**src/rtl/psd_sweep_ctrl.sv**
```systemverilog
// Frequency-sweep sequencer: programs the DDS, waits to settle, skips one
// PSD average, captures the next and hands it downstream via valid/ready.
module psd_sweep_ctrl #(
    parameter int FW = 32,
    parameter int DW = 36,
    parameter int NW = 10,
    parameter int SW = 16
) (
    input  logic          i_clk,
    input  logic          i_rst,
    input  logic          i_start,
    input  logic          i_abort,
    input  logic [FW-1:0] i_f_start,
    input  logic [FW-1:0] i_f_step,
    input  logic [NW-1:0] i_n_points,
    input  logic [SW-1:0] i_settle,
    input  logic [DW-1:0] i_avg_X,
    input  logic [DW-1:0] i_avg_Y,
    input  logic          i_avg_flag,
    output logic [FW-1:0] o_ftw,
    output logic          o_ftw_load,
    output logic [DW-1:0] o_res_X,
    output logic [DW-1:0] o_res_Y,
    output logic [NW-1:0] o_res_idx,
    output logic          o_res_valid,
    input  logic          i_res_ready,
    output logic          o_busy,
    output logic          o_done
);

    localparam logic [2:0] S_IDLE    = 3'd0;
    localparam logic [2:0] S_LOAD    = 3'd1;
    localparam logic [2:0] S_SETTLE  = 3'd2;
    localparam logic [2:0] S_DISCARD = 3'd3;
    localparam logic [2:0] S_CAPTURE = 3'd4;
    localparam logic [2:0] S_OUTPUT  = 3'd5;
    localparam logic [2:0] S_DONE    = 3'd6;

    logic [2:0]    state_q, state_d;
    logic [FW-1:0] ftw_q, ftw_d;
    logic [FW-1:0] step_q, step_d;
    logic [NW-1:0] npts_q, npts_d;
    logic [SW-1:0] settle_q, settle_d;
    logic [SW-1:0] cnt_q, cnt_d;
    logic [NW-1:0] idx_q, idx_d;
    logic [DW-1:0] resx_q, resx_d;
    logic [DW-1:0] resy_q, resy_d;
    logic [NW-1:0] residx_q, residx_d;
    logic          valid_q, valid_d;

    always_comb begin
        state_d  = state_q;
        ftw_d    = ftw_q;
        step_d   = step_q;
        npts_d   = npts_q;
        settle_d = settle_q;
        cnt_d    = cnt_q;
        idx_d    = idx_q;
        resx_d   = resx_q;
        resy_d   = resy_q;
        residx_d = residx_q;
        valid_d  = valid_q;
        case (state_q)
            S_IDLE: begin
                if (i_start) begin
                    step_d   = i_f_step;
                    npts_d   = i_n_points;
                    settle_d = i_settle;
                    idx_d    = '0;
                    if (i_n_points == '0) begin
                        state_d = S_DONE;
                    end else begin
                        ftw_d   = i_f_start;
                        state_d = S_LOAD;
                    end
                end
            end
            S_LOAD: begin
                cnt_d   = settle_q;
                state_d = (settle_q == '0) ? S_DISCARD : S_SETTLE;
            end
            S_SETTLE: begin
                cnt_d = cnt_q - SW'(1);
                if (cnt_q == SW'(1)) state_d = S_DISCARD;
            end
            S_DISCARD: begin
                // this window may straddle the tuning-word change
                if (i_avg_flag) state_d = S_CAPTURE;
            end
            S_CAPTURE: begin
                if (i_avg_flag) begin
                    resx_d   = i_avg_X;
                    resy_d   = i_avg_Y;
                    residx_d = idx_q;
                    valid_d  = 1'b1;
                    state_d  = S_OUTPUT;
                end
            end
            S_OUTPUT: begin
                if (valid_q && i_res_ready) begin
                    valid_d = 1'b0;
                    if (idx_q == npts_q - NW'(1)) begin
                        state_d = S_DONE;
                    end else begin
                        idx_d   = idx_q + NW'(1);
                        ftw_d   = ftw_q + step_q;
                        state_d = S_LOAD;
                    end
                end
            end
            S_DONE: state_d = S_IDLE;
            default: state_d = S_IDLE;
        endcase
        if (i_abort && state_q != S_IDLE) begin
            state_d = S_IDLE;
            valid_d = 1'b0;
            ftw_d   = ftw_q;
            idx_d   = idx_q;
        end
    end

    always_ff @(posedge i_clk or posedge i_rst) begin
        if (i_rst) begin
            state_q  <= S_IDLE;
            ftw_q    <= '0;
            step_q   <= '0;
            npts_q   <= '0;
            settle_q <= '0;
            cnt_q    <= '0;
            idx_q    <= '0;
            resx_q   <= '0;
            resy_q   <= '0;
            residx_q <= '0;
            valid_q  <= 1'b0;
        end else begin
            state_q  <= state_d;
            ftw_q    <= ftw_d;
            step_q   <= step_d;
            npts_q   <= npts_d;
            settle_q <= settle_d;
            cnt_q    <= cnt_d;
            idx_q    <= idx_d;
            resx_q   <= resx_d;
            resy_q   <= resy_d;
            residx_q <= residx_d;
            valid_q  <= valid_d;
        end
    end

    assign o_ftw       = ftw_q;
    assign o_ftw_load  = (state_q == S_LOAD);
    assign o_res_X     = resx_q;
    assign o_res_Y     = resy_q;
    assign o_res_idx   = residx_q;
    assign o_res_valid = valid_q;
    assign o_busy      = (state_q != S_IDLE);
    assign o_done      = (state_q == S_DONE);

endmodule

```
**config.mk**
```make
export PLATFORM = sky130hd
export DESIGN_NAME = psd_sweep_ctrl
export DESIGN_NICKNAME = d
export VERILOG_FILES = /design/src/rtl/psd_sweep_ctrl.sv
export SDC_FILE = /design/constraint.sdc
export NUM_CORES = 1
export LEC_CHECK = 0
export ABC_AREA = 1
export BUFFER_PORTS_ARGS = -buffer_cell sky130_fd_sc_hd__buf_2
export CORE_ASPECT_RATIO = 1.75
export CORE_MARGIN = 2
export CORE_UTILIZATION = 54
export DETAILED_ROUTE_END_ITERATION = 12
export MAX_ROUTING_LAYER = met4
export PLACE_DENSITY = 0.81
export SLEW_MARGIN = 10
export SYNTH_ARGS = -nofsm -noshare
export SYNTH_HDL_FRONTEND = slang
export SYNTH_SLANG_ARGS = --single-unit
```
**constraint.sdc**
```tcl
create_clock -name i_clk -period 9.8 [get_ports i_clk]
set_input_delay 1.96 -clock i_clk [delete_from_list [all_inputs] [get_ports i_clk]]
set_output_delay 1.96 -clock i_clk [all_outputs]
set_load 0.02 [all_outputs]
```
==> impl_summary.txt, run 1 <==
----------------------------------------------------
[Run status]
  Result of the run ... finished, final reports clean

[Worst setup path]
  Type of origin of the critical path ... flip-flop
  Data required time at the worst endpoint ... 7840 ps
  Endpoint arrival time on the critical path ... 1770 ps
  Highest net fanout along the worst path ... 6
  FF-to-FF path depth ... 9
  Worst Setup End Kind ... output pin
  Category of the critical setup timing path ... flip-flop to output pin

[STA]
  Final Skew ... 12.2 ps
  Rel. slew slack ... 25.5%
  Worst-margin pin slew ... 1120 ps
  Maximum frequency from static timing analysis ... 268 MHz
  Number of hold-slack violations in the final timing report ... 0
  Slack of the critical path ... 6070 ps
  Shortest clock period the worst path allows after layout ... 3730 ps
  Final cycle utilization of the critical path ... 38.0%
  Total of endpoints with negative setup slack in the final report ... 0
  Final total negative setup slack ... 0 ps
  RSZ-0062 raised after global routing ... false
  Final-report max-slew violation count ... 0

[Placed design]
  Count of buffers from port buffering ... 285
  Placer Congestion ... 0.979
  Total half-perimeter wirelength after legalization and detailed placement ... 25.0 mm
  Worst slack at placement ... 5570 ps

[Power and ir drop]
  Seq pwr share ... 28.6%
  Net Sw Power ... 2370 uW
  Power per unit of standard cell area ... 363 mW/mm2
  Clock group share of total power ... 16.2%
  Net switching fraction of the power ... 47.2%
  Leakage power ... 0.00763 uW
  Fraction of power consumed by combinational cells ... 55.2%
  IR drop worst, VDD ... 0.000216 V
  Internal power consumption ... 2660 uW

[Cells and area]
  Nets ... 1904
  Share of layout cells above drive strength 1 ... 27.5%
  Core Util, Final ... 66.1%
  Top library cells by usage in the layout, fill and taps aside ... nand2_1 (460), buf_2 (285), dfrtp_1 (202), inv_1 (175), mux2_2 (108)
  Filler cell count in the final layout ... 1852
  Most common library cell in the layout ignoring fill and taps ... nand2_1
  Area growth from synthesis to final layout ... 19.6%

[Detailed routing]
  Routed via count ... 10500
  Average wire per standard cell ... 16.7 um
  DRC violation total after the first TritonRoute iteration ... 560
  Detailed-route DRC error count ... 0
  Total iterations of the first detailed-routing run ... 5
  Remaining antenna violation count after routing ... 0
  Post-detailed-routing wire length ... 32.9 mm
  Post-DR vias/cell ... 5.31

[Die]
  DIE AREA ... 0.0227 mm2
  Initial Util ... 55.3%
  DIE WIDTH ... 115 um
  Area of the placeable core ... 0.0209 mm2
  Die outline height ... 198 um
  I/O pin count ... 286
  Count of standard-cell rows ... 70

[Global route]
  Total grt overflow ... 0
  Gr usage total ... 29.8%
  Number of global-route vias before repair ... 10400
  Number of antenna violations at the first check in global routing ... 1
  Largest net degree at the start of global routing ... 123
  Wire length of the first global-routing pass ... 51.6 mm

[Synthesis]
  Mean area per synthesized cell ... 8.10 um2
  Post-Syn Area ... 0.0116 mm2
  Post-synthesis mux area share ... 10.8%
  Warnings from Yosys ... 0
  Proportion of register bits with asynchronous set or reset after synthesis ... 100%
  Syn nets ... 1633
  Synth Area in Adders ... 3.96%
  Synth Instances ... 1429
  Predominant post-synthesis flop cell ... dfrtp_1
  Xor and xnor area share after synthesis ... 1.74%
  Flop and latch count out of synthesis ... 202
  Unique cell type count in the Yosys netlist ... 47
  Share of synthesized cell area in and, or, nand and nor gates ... 25.1%
  Sequential-to-total area share from yosys stat ... 43.7%
  EDFF count, synth ... 0
  Synth Area in Compound Gates ... 6.95%
  Combinational family with the most area after synthesis ... simple AND/OR/NAND/NOR gates

[Clocking]
  Max Root-Sink Buffers ... 3
  Number of hold buffers added after cts ... 0
  H-tree depth reported by CTS ... 1
  Setup Fix Bufs, Post-CTS ... 0
  Worst-skew pair later-pin latency ... 510 ps
  TritonCTS clock tree ... built
  TritonCTS Buffers ... 20
  CTS sink count ... 202
  Count of cells resized by post-cts repair ... 0
  Library cell used as clock root buffer ... clkbuf_16
  Clock Pin Slew Worst Setup and Hold Paths ... 70 ps

[Worst hold path]
  Hold Path Stages ... 2
  Path category of the worst min-delay check ... flip-flop to flip-flop

[Run]
  Number of max-capacitance violations reported ... 0

----------------------------------------------------
final cells by class:
cell class	count	area (um2)	area share, %
Multi-Input combinational cell	1006	5630	40.7
Tap cell	252	315	2.28
Antenna cell	1	2.50	0.0181
Sequential cell	202	5050	36.5
Timing Repair Buffer	288	1450	10.5
Inverter	182	691	4.99
Clock inverter	14	171	1.24
Clock buffer	22	528	3.81
registers in the layout, summed over array words and instances (netlist names):
name	flops
o_ftw	32
o_res_X	36
cnt_q	16
o_res_valid	1
step_q	32
state_q	3
o_res_idx	10
idx_q	10
o_res_Y	36
npts_q	10
settle_q	16
Yosys cell counts (2+ instances only):
master | n | area, um2
a21o_1 | 2 | 15.0
a21oi_1 | 36 | 180
a22o_1 | 2 | 17.5
a32oi_1 | 2 | 17.5
buf_1 | 4 | 15.0
buf_2 | 15 | 75.1
buf_4 | 2 | 15.0
buf_6 | 4 | 45.0
clkbuf_1 | 12 | 45.0
dfrtp_1 | 202 | 5050
ha_1 | 35 | 438
inv_1 | 176 | 661
inv_2 | 6 | 22.5
mux2_2 | 108 | 1220
mux2i_1 | 3 | 30.0
nand2_1 | 461 | 1730
nand2_2 | 9 | 56.3
nand3_1 | 78 | 390
nand3_2 | 3 | 30.0
nand3b_1 | 9 | 67.6
nand4_1 | 21 | 131
nor2_1 | 78 | 293
nor2_2 | 2 | 12.5
nor3_1 | 14 | 70.1
nor4_1 | 3 | 18.8
o211ai_1 | 2 | 15.0
o21ai_0 | 71 | 355
o21ai_1 | 10 | 50.1
o21ai_2 | 3 | 26.3
o21bai_1 | 7 | 52.6
o221ai_1 | 2 | 17.5
o22ai_1 | 3 | 18.8
or2_2 | 9 | 56.3
xnor2_1 | 13 | 114
xor2_1 | 10 | 87.6
layer usage:
| metal | share of wire (%) | track usage [%] | vias up |
|---|---|---|---|
| li1 | - | - | 5131 |
| met1 | 37 | 31.8 | 4897 |
| met2 | 53 | 54.0 | 325 |
| met3 | 4.8 | 3.65 | 98 |
| met4 | 5.1 | 14.0 | 0 |
| met5 | 0 | - | - |
through the flow:
step / hold WS, ps / std cells / cell area [um2] / total power [uW]
3_5_place_dp: 468 / 1930 / 13100 / 4200
6_report: 480 / 1967 / 13800 / 5020
2_1_floorplan: 453 / 1429 / 11600 / 3410
5_1_grt: 518 / 1967 / 13800 / 5420
3_3_place_gp: 464 / 1930 / 13100 / 4130
4_1_cts: 485 / 1966 / 13800 / 5040
critical path, cell delays in order, from the launching register on:
cell,delay [ps]
dfrtp_1,450
inv_1,90
nor3_2,420
buf_2,290
logic make-up (layout without fill, tap and decap cells):
logic type                 count (synthesis)  after routing
and+or+nand+nor                          691            691
buffers and inverters                    221            506
DFF                                      202            202
AOI/OAI and AO/OA                        145            145
muxes                                    111            111
adders and majority gates                 36             36
xor gates and xnor gates                  23             23
other                                      0              1
path summary, 6_finish.rpt:
path / start / endpoint / slack (ps)
min in group asynchronous: i_rst / o_res_X[12] / 1620
max in group asynchronous: i_rst / o_ftw[24] / 6590
max: state_q[0] / o_ftw_load / 6070
min: o_res_idx[4] / o_res_idx[4] / 480
min reg2reg: o_res_idx[4] / o_res_idx[4] / 480
max reg2reg: state_q[0] / o_ftw[17] / 6860
power groups by stage:
stage | logic, uW | clock network, uW | registers (uW)
floorplan | 1780 | 0 | 1630
CTS | 2770 | 829 | 1430
global route | 3090 | 859 | 1470
global placement | 2700 | 0 | 1430
finish | 2770 | 816 | 1440
detailed placement | 2760 | 0 | 1440
Note: power is estimated with default switching activity, not from simulation.
==> inputs of run 2 (changes only) <==
ABC_AREA = 0   (was 1)
CORE_UTILIZATION = 53   (was 54)
clock period = 3.5 ns   (was 9.8 ns; I/O delays follow)
==> run 2 against run 1 <==
  * Clock power grew to 2.9 times the previous value
  * Clock skew rose by 4.0 ps
  * Core utilization shrank 0.36 points
  * Sequential power grew to 2.9 times the previous value
  * Non-clock buffer count rose by 11
  * Largest power group unchanged
  * Die area shrank 7.8%
  * Critical endpoint is now o_ftw[29]
  * First-iteration DRC count down 12%
  * Power rose to 2.6 times the previous value
  * Combinational power is 130% higher
  * Critical path type is now flip-flop to flip-flop
  * Via count fell by 12%
  * Cell area decreased by 7.0%
==> impl_summary.txt, run 2 <==
----------------------------------------------------
[STA]
  Final total negative setup slack ... 0 ps
  Shortest clock period the worst path allows after layout ... 3010 ps
  Worst-margin pin slew ... 769 ps
  Number of hold-slack violations in the final timing report ... 0
  Final Skew ... 16.2 ps
  Maximum frequency from static timing analysis ... 332 MHz
  RSZ-0062 raised after global routing ... false
  Total of endpoints with negative setup slack in the final report ... 0
  Final-report max-slew violation count ... 0
  Final cycle utilization of the critical path ... 86.0%
  Rel. slew slack ... 48.6%

[Detailed routing]
  Post-detailed-routing wire length ... 29.7 mm
  DRC violation total after the first TritonRoute iteration ... 492
  Total iterations of the first detailed-routing run ... 5
  Average wire per standard cell ... 18.4 um
  Post-DR vias/cell ... 5.68
  Routed via count ... 9179
  Detailed-route DRC error count ... 0
  Remaining antenna violation count after routing ... 0

[Global route]
  Largest net degree at the start of global routing ... 86
  Gr usage total ... 29.1%
  Number of global-route vias before repair ... 9354
  Number of antenna violations at the first check in global routing ... 2
  Total grt overflow ... 0
  Wire length of the first global-routing pass ... 46.6 mm

[Cells and area]
  Most common library cell in the layout ignoring fill and taps ... buf_2
  Share of layout cells above drive strength 1 ... 31.7%
  Filler cell count in the final layout ... 1588
  Final instance count without filler cells ... 1617
  Nets ... 1560
  Area growth from synthesis to final layout ... 23.2%
  Top library cells by usage in the layout, fill and taps aside ... buf_2 (285), nand2_1 (236), dfrtp_1 (202), mux2_2 (85), nor2_1 (66)

[Synthesis]
  Cell type contributing the most total cell area after synthesis ... dfrtp_1
  Most used standard cells in the synthesized netlist ... nand2_1 (237), dfrtp_1 (202), mux2_2 (85)
  Synth Instances ... 1083
  Area share of the largest cell type after synthesis ... 48.4%
  Cells taking the most area after synthesis ... dfrtp_1 (48%), mux2_2 (9.2%), nand2_1 (8.5%)
  Post-Syn Area ... 0.0105 mm2
  Flop and latch count out of synthesis ... 202
  Mean area per synthesized cell ... 9.65 um2
  Sequential-to-total area share from yosys stat ... 48.4%
  Syn nets ... 1287
  EDFF count, synth ... 0
  Proportion of register bits with asynchronous set or reset after synthesis ... 100%
  Most instantiated library cell after synthesis ... nand2_1
  Unique cell type count in the Yosys netlist ... 59
  Warnings from Yosys ... 0
  Predominant post-synthesis flop cell ... dfrtp_1

[Worst setup path]
  Data required time at the worst endpoint ... 3880 ps
  Register-to-register path setup slack ... 490 ps
  Worst Setup End Kind ... flip-flop
  Endpoint arrival time on the critical path ... 3390 ps
  Critical path destination ... o_ftw[29]
  Highest net fanout along the worst path ... 33
  End of the worst register-to-register path ... o_ftw[29]
  Category of the critical setup timing path ... flip-flop to flip-flop
  Worst R2R Start ... npts_q[0]
  Type of origin of the critical path ... flip-flop
  First element of the critical path ... npts_q[0]
  FF-to-FF path depth ... 11

[Die]
  Count of standard-cell rows ... 68
  Area of the placeable core ... 0.0196 mm2
  DIE AREA ... 0.0209 mm2
  I/O pin count ... 286
  Die outline height ... 190 um
  Initial Util ... 53.4%
  DIE WIDTH ... 110 um

[Placed design]
  Total half-perimeter wirelength after legalization and detailed placement ... 21.8 mm
  # placed instances ... 1578
  Placer Congestion ... 0.944
  Count of buffers from port buffering ... 285

[Clocking]
  Setup Fix Bufs, Post-CTS ... 0
  Library cell used as clock root buffer ... clkbuf_16
  Worst-skew pair later-pin latency ... 510 ps
  TritonCTS Buffers ... 21
  Clock Pin Slew Worst Setup and Hold Paths ... 70 ps
  TritonCTS clock tree ... built
  Number of hold buffers added after cts ... 0
  CTS sink count ... 202
  H-tree depth reported by CTS ... 1
  Max Root-Sink Buffers ... 3
  Count of cells resized by post-cts repair ... 0

[Power and ir drop]
  Leakage power ... 0.00645 uW
  Total power after layout ... 12900 uW
  IR drop worst, VDD ... 0.000812 V
  Power per unit of standard cell area ... 1000 mW/mm2

[Run]
  Number of max-capacitance violations reported ... 0

[Worst hold path]
  Path category of the worst min-delay check ... input pin to async pin

[Run status]
  Result of the run ... finished, final reports clean

----------------------------------------------------
run 2: cell types whose count changed in the layout (fill, tap and decap cells not counted), sizes merged, moves of 13 or more:
cell,before,now
xor2,10,23
nand3,82,23
mux2,108,85
nor2,81,66
nand2,471,238
a21oi,36,59
inv,183,25
a21o,2,16
o21ai,84,59
run 2: worst min path at each step:
stage	startpoint	endpoint
6_report	i_rst	o_ftw[24]
5_1_grt	i_f_step[13]	step_q[13]
4_1_cts	i_rst	o_ftw[20]
3_5_place_dp	step_q[15]	step_q[15]
3_3_place_gp	step_q[7]	step_q[7]
2_1_floorplan	step_q[0]	step_q[0]
run 2: final cells by class:
| type | count | area, um2 | area share (%) |
|---|---|---|---|
| timing repair buffer | 299 | 1570 | 12.2 |
| clock buffer | 24 | 567 | 4.40 |
| tap | 245 | 307 | 2.38 |
| antenna | 2 | 5.00 | 0.0389 |
| sequential | 202 | 5050 | 39.3 |
| multi-input combinational | 807 | 5120 | 39.8 |
| inverter | 25 | 97.6 | 0.758 |
| clock inverter | 13 | 153 | 1.19 |
run 2: critical path, stage by stage (launching register included):
cell       delay (ps)
dfrtp_1           420
inv_1              90
ha_1              260
nor4b_4           370
xnor2_1           120
or4_1             400
a32o_1            270
o31ai_4           250
buf_4             350
a2111oi_0         110
a31oi_1           170
nand3_1            90
run 2: report_power, final:
| group | internal, uW | switching (uW) | leakage, uW |
|---|---|---|---|
| registers | 3380 | 837 | 0.00253 |
| logic | 2520 | 3810 | 0.00357 |
| clock network | 1390 | 962 | 0.000355 |
| total | 7290 | 5610 | 0.00645 |
run 2: metrics by stage:
step	utilization [%]	hold slack [ps]	setup WS [ps]	cell area, um2
final	65.8	331	489	12900
after global routing	65.8	379	273	12900
after CTS	65.7	351	522	12900
after detailed placement	62.1	471	562	12100
after global placement	62.1	464	615	12100
after floorplan	-	450	184	10500
run 2: logic make-up (layout without fill, tap and decap cells):
logic type / after synthesis / in the layout / share of synthesized area (%)
other cells: 0 / 2 / 0
xor+xnor: 43 / 43 / 3.60
fa+ha+maj: 36 / 36 / 4.38
simple gates: 419 / 419 / 17.7
compound gates: 212 / 212 / 12.8
buf+inv: 74 / 361 / 2.80
mux: 97 / 97 / 10.3
flops: 202 / 202 / 48.4
run 2: routing by layer:
| layer | up-vias | global-route usage (%) | part of all wire (%) |
|---|---|---|---|
| met2 | 350 | 50.8 | 52 |
| met4 | 0 | 12.5 | 4.4 |
| met1 | 4415 | 33.0 | 38 |
| met3 | 84 | 3.80 | 5.5 |
| li1 | 4330 | - | - |
| met5 | - | - | 0 |
==> inputs of run 3 (changes only) <==
PLACE_DENSITY = 0.93   (was 0.81)
==> run 3 against run 2 <==
  * Worst setup slack better by 49 ps
  * Global-route usage is 0.29 points lower
  * Cell count is 0.25% lower
  * Sequential cell count stayed put
  * Critical endpoint is now o_ftw[10]
  * Largest cell class unchanged
==> impl_summary.txt, run 3 (synthesized netlist as in run 2, its figures left out) <==
----------------------------------------------------
[STA]
  RSZ-0062 raised after global routing ... false
  Maximum frequency from static timing analysis ... 338 MHz
  Total of endpoints with negative setup slack in the final report ... 0
  Final-report max-slew violation count ... 0
  Final cycle utilization of the critical path ... 84.6%
  Final Skew ... 14.8 ps
  Slack of the critical path ... 539 ps
  Number of hold-slack violations in the final timing report ... 0
  Final total negative setup slack ... 0 ps
  Rel. slew slack ... 38.8%
  Worst-margin pin slew ... 912 ps
  Shortest clock period the worst path allows after layout ... 2960 ps

[Worst setup path]
  Type of origin of the critical path ... flip-flop
  Worst R2R Start ... npts_q[0]
  FF-to-FF path depth ... 9
  Maximum single-stage delay on the critical path ... 430 ps
  Cell with the largest stage delay on the worst path ... dfrtp_1
  Endpoint arrival time on the critical path ... 3340 ps
  First element of the critical path ... npts_q[0]
  Data required time at the worst endpoint ... 3880 ps
  Worst Setup End Kind ... flip-flop
  Highest net fanout along the worst path ... 28
  Critical path cell sequence ... inv_1 > ha_1 > nor4b_4 > xnor2_1 > or4_1 > a32o_1 > o31ai_4 > buf_4 > mux2_2
  Category of the critical setup timing path ... flip-flop to flip-flop
  Register-to-register path setup slack ... 540 ps
  End of the worst register-to-register path ... o_ftw[10]

[Worst hold path]
  Path category of the worst min-delay check ... input pin to async pin

[Global route]
  Number of global-route vias before repair ... 9600
  Largest net degree at the start of global routing ... 126
  Number of antenna violations at the first check in global routing ... 3
  Wire length of the first global-routing pass ... 46.8 mm
  GR met1 Demand/Resource ... 33.2%
  Met2 Usage GRT ... 49.1%
  Gr usage total ... 28.9%
  Busiest metal layer after global routing ... met2
  GR Layer Usage met3 ... 4.39%
  Total grt overflow ... 0

[Cells and area]
  Final instance count without filler cells ... 1613
  Nets ... 1557
  Share of layout cells above drive strength 1 ... 31.1%
  Top library cells by usage in the layout, fill and taps aside ... buf_2 (285), nand2_1 (236), dfrtp_1 (202), mux2_2 (85), nor2_1 (66)
  Core Util, Final ... 65.2%
  Area growth from synthesis to final layout ... 22.1%
  Most common library cell in the layout ignoring fill and taps ... buf_2
  Filler cell count in the final layout ... 1568

[Detailed routing]
  Average wire per standard cell ... 18.2 um
  DRC violation total after the first TritonRoute iteration ... 757
  Post-detailed-routing wire length ... 29.4 mm
  Routed via count ... 9326
  Post-DR vias/cell ... 5.78
  Remaining antenna violation count after routing ... 0
  Detailed-route DRC error count ... 0
  Total iterations of the first detailed-routing run ... 6

[Clocking]
  Count of cells resized by post-cts repair ... 0
  TritonCTS Buffers ... 20
  Max Root-Sink Buffers ... 3
  Number of hold buffers added after cts ... 0
  CTS sink count ... 202
  TritonCTS clock tree ... built
  H-tree depth reported by CTS ... 1
  Clock Pin Slew Worst Setup and Hold Paths ... 70 ps
  Worst-skew pair later-pin latency ... 500 ps
  Setup Fix Bufs, Post-CTS ... 0
  Library cell used as clock root buffer ... clkbuf_16

[Placed design]
  Count of buffers from port buffering ... 285
  Placer Congestion ... 0.912
  Worst slack at placement ... 574 ps
  Total half-perimeter wirelength after legalization and detailed placement ... 21.5 mm
  # placed instances ... 1576

[Die]
  DIE AREA ... 0.0209 mm2
  Initial Util ... 53.4%
  Die outline height ... 190 um
  Count of standard-cell rows ... 68
  I/O pin count ... 286
  DIE WIDTH ... 110 um
  Area of the placeable core ... 0.0196 mm2

[Power and ir drop]
  IR drop worst, VDD ... 0.000700 V
  Power per unit of standard cell area ... 994 mW/mm2
  Leakage power ... 0.00639 uW

[Run status]
  Result of the run ... finished, final reports clean

[Run]
  Number of max-capacitance violations reported ... 0

----------------------------------------------------
run 3: per-layer routing:
metal | share of wire [%] | vias to the layer above
met5 | 0 | -
met4 | 4.3 | 0
met3 | 6.4 | 93
met2 | 52 | 403
met1 | 37 | 4507
li1 | - | 4323
run 3: report_power, final:
| group | internal [uW] | switching, uW | total [uW] |
|---|---|---|---|
| sequential | 3370 | 880 | 4250 |
| combinational | 2520 | 3820 | 6340 |
| clock | 1170 | 922 | 2100 |
run 3: stage by stage:
step | instance area, um2 | hold WS (ps) | power [uW]
finish | 12800 | 328 | 12700
global route | 12800 | 380 | 13500
CTS | 12800 | 351 | 12700
global placement | 12100 | 463 | 10200
detailed placement | 12100 | 471 | 10500
floorplan | 10500 | 450 | 8610
run 3: area by class of cell:
cell class | instances | area [um2] | share of cell area, %
multi-input cells | 807 | 5120 | 40.1
inverters | 25 | 97.6 | 0.764
flip-flops and latches | 202 | 5050 | 39.6
clock buffers | 26 | 543 | 4.25
well taps | 245 | 307 | 2.40
clock inverters | 8 | 83.8 | 0.657
diodes | 3 | 7.51 | 0.0588
repair buffers | 297 | 1550 | 12.2
run 3: worst max-delay path by stage:
| stage | slack [ps] | cells past startpoint | end |
|---|---|---|---|
| after floorplan | 180 | 1 | cnt_q[0] |
| after global placement | 620 | 9 | o_ftw[10] |
| after detailed placement | 570 | 9 | o_ftw[10] |
| after CTS | 560 | 9 | o_ftw[10] |
| after global routing | 330 | 11 | o_ftw[29] |
| final | 540 | 9 | o_ftw[10] |
run 3: critical path: cells and delay by family, from the launching register on:
family / cells / cell delay, ps
buffers and inverters: 2 / 430
multiplexers: 1 / 380
XOR/XNOR: 1 / 100
AO/OA/AOI/OAI: 2 / 530
AND/OR/NAND/NOR: 2 / 720
adder cells (fa/ha/maj): 1 / 250
flip-flops: 1 / 430
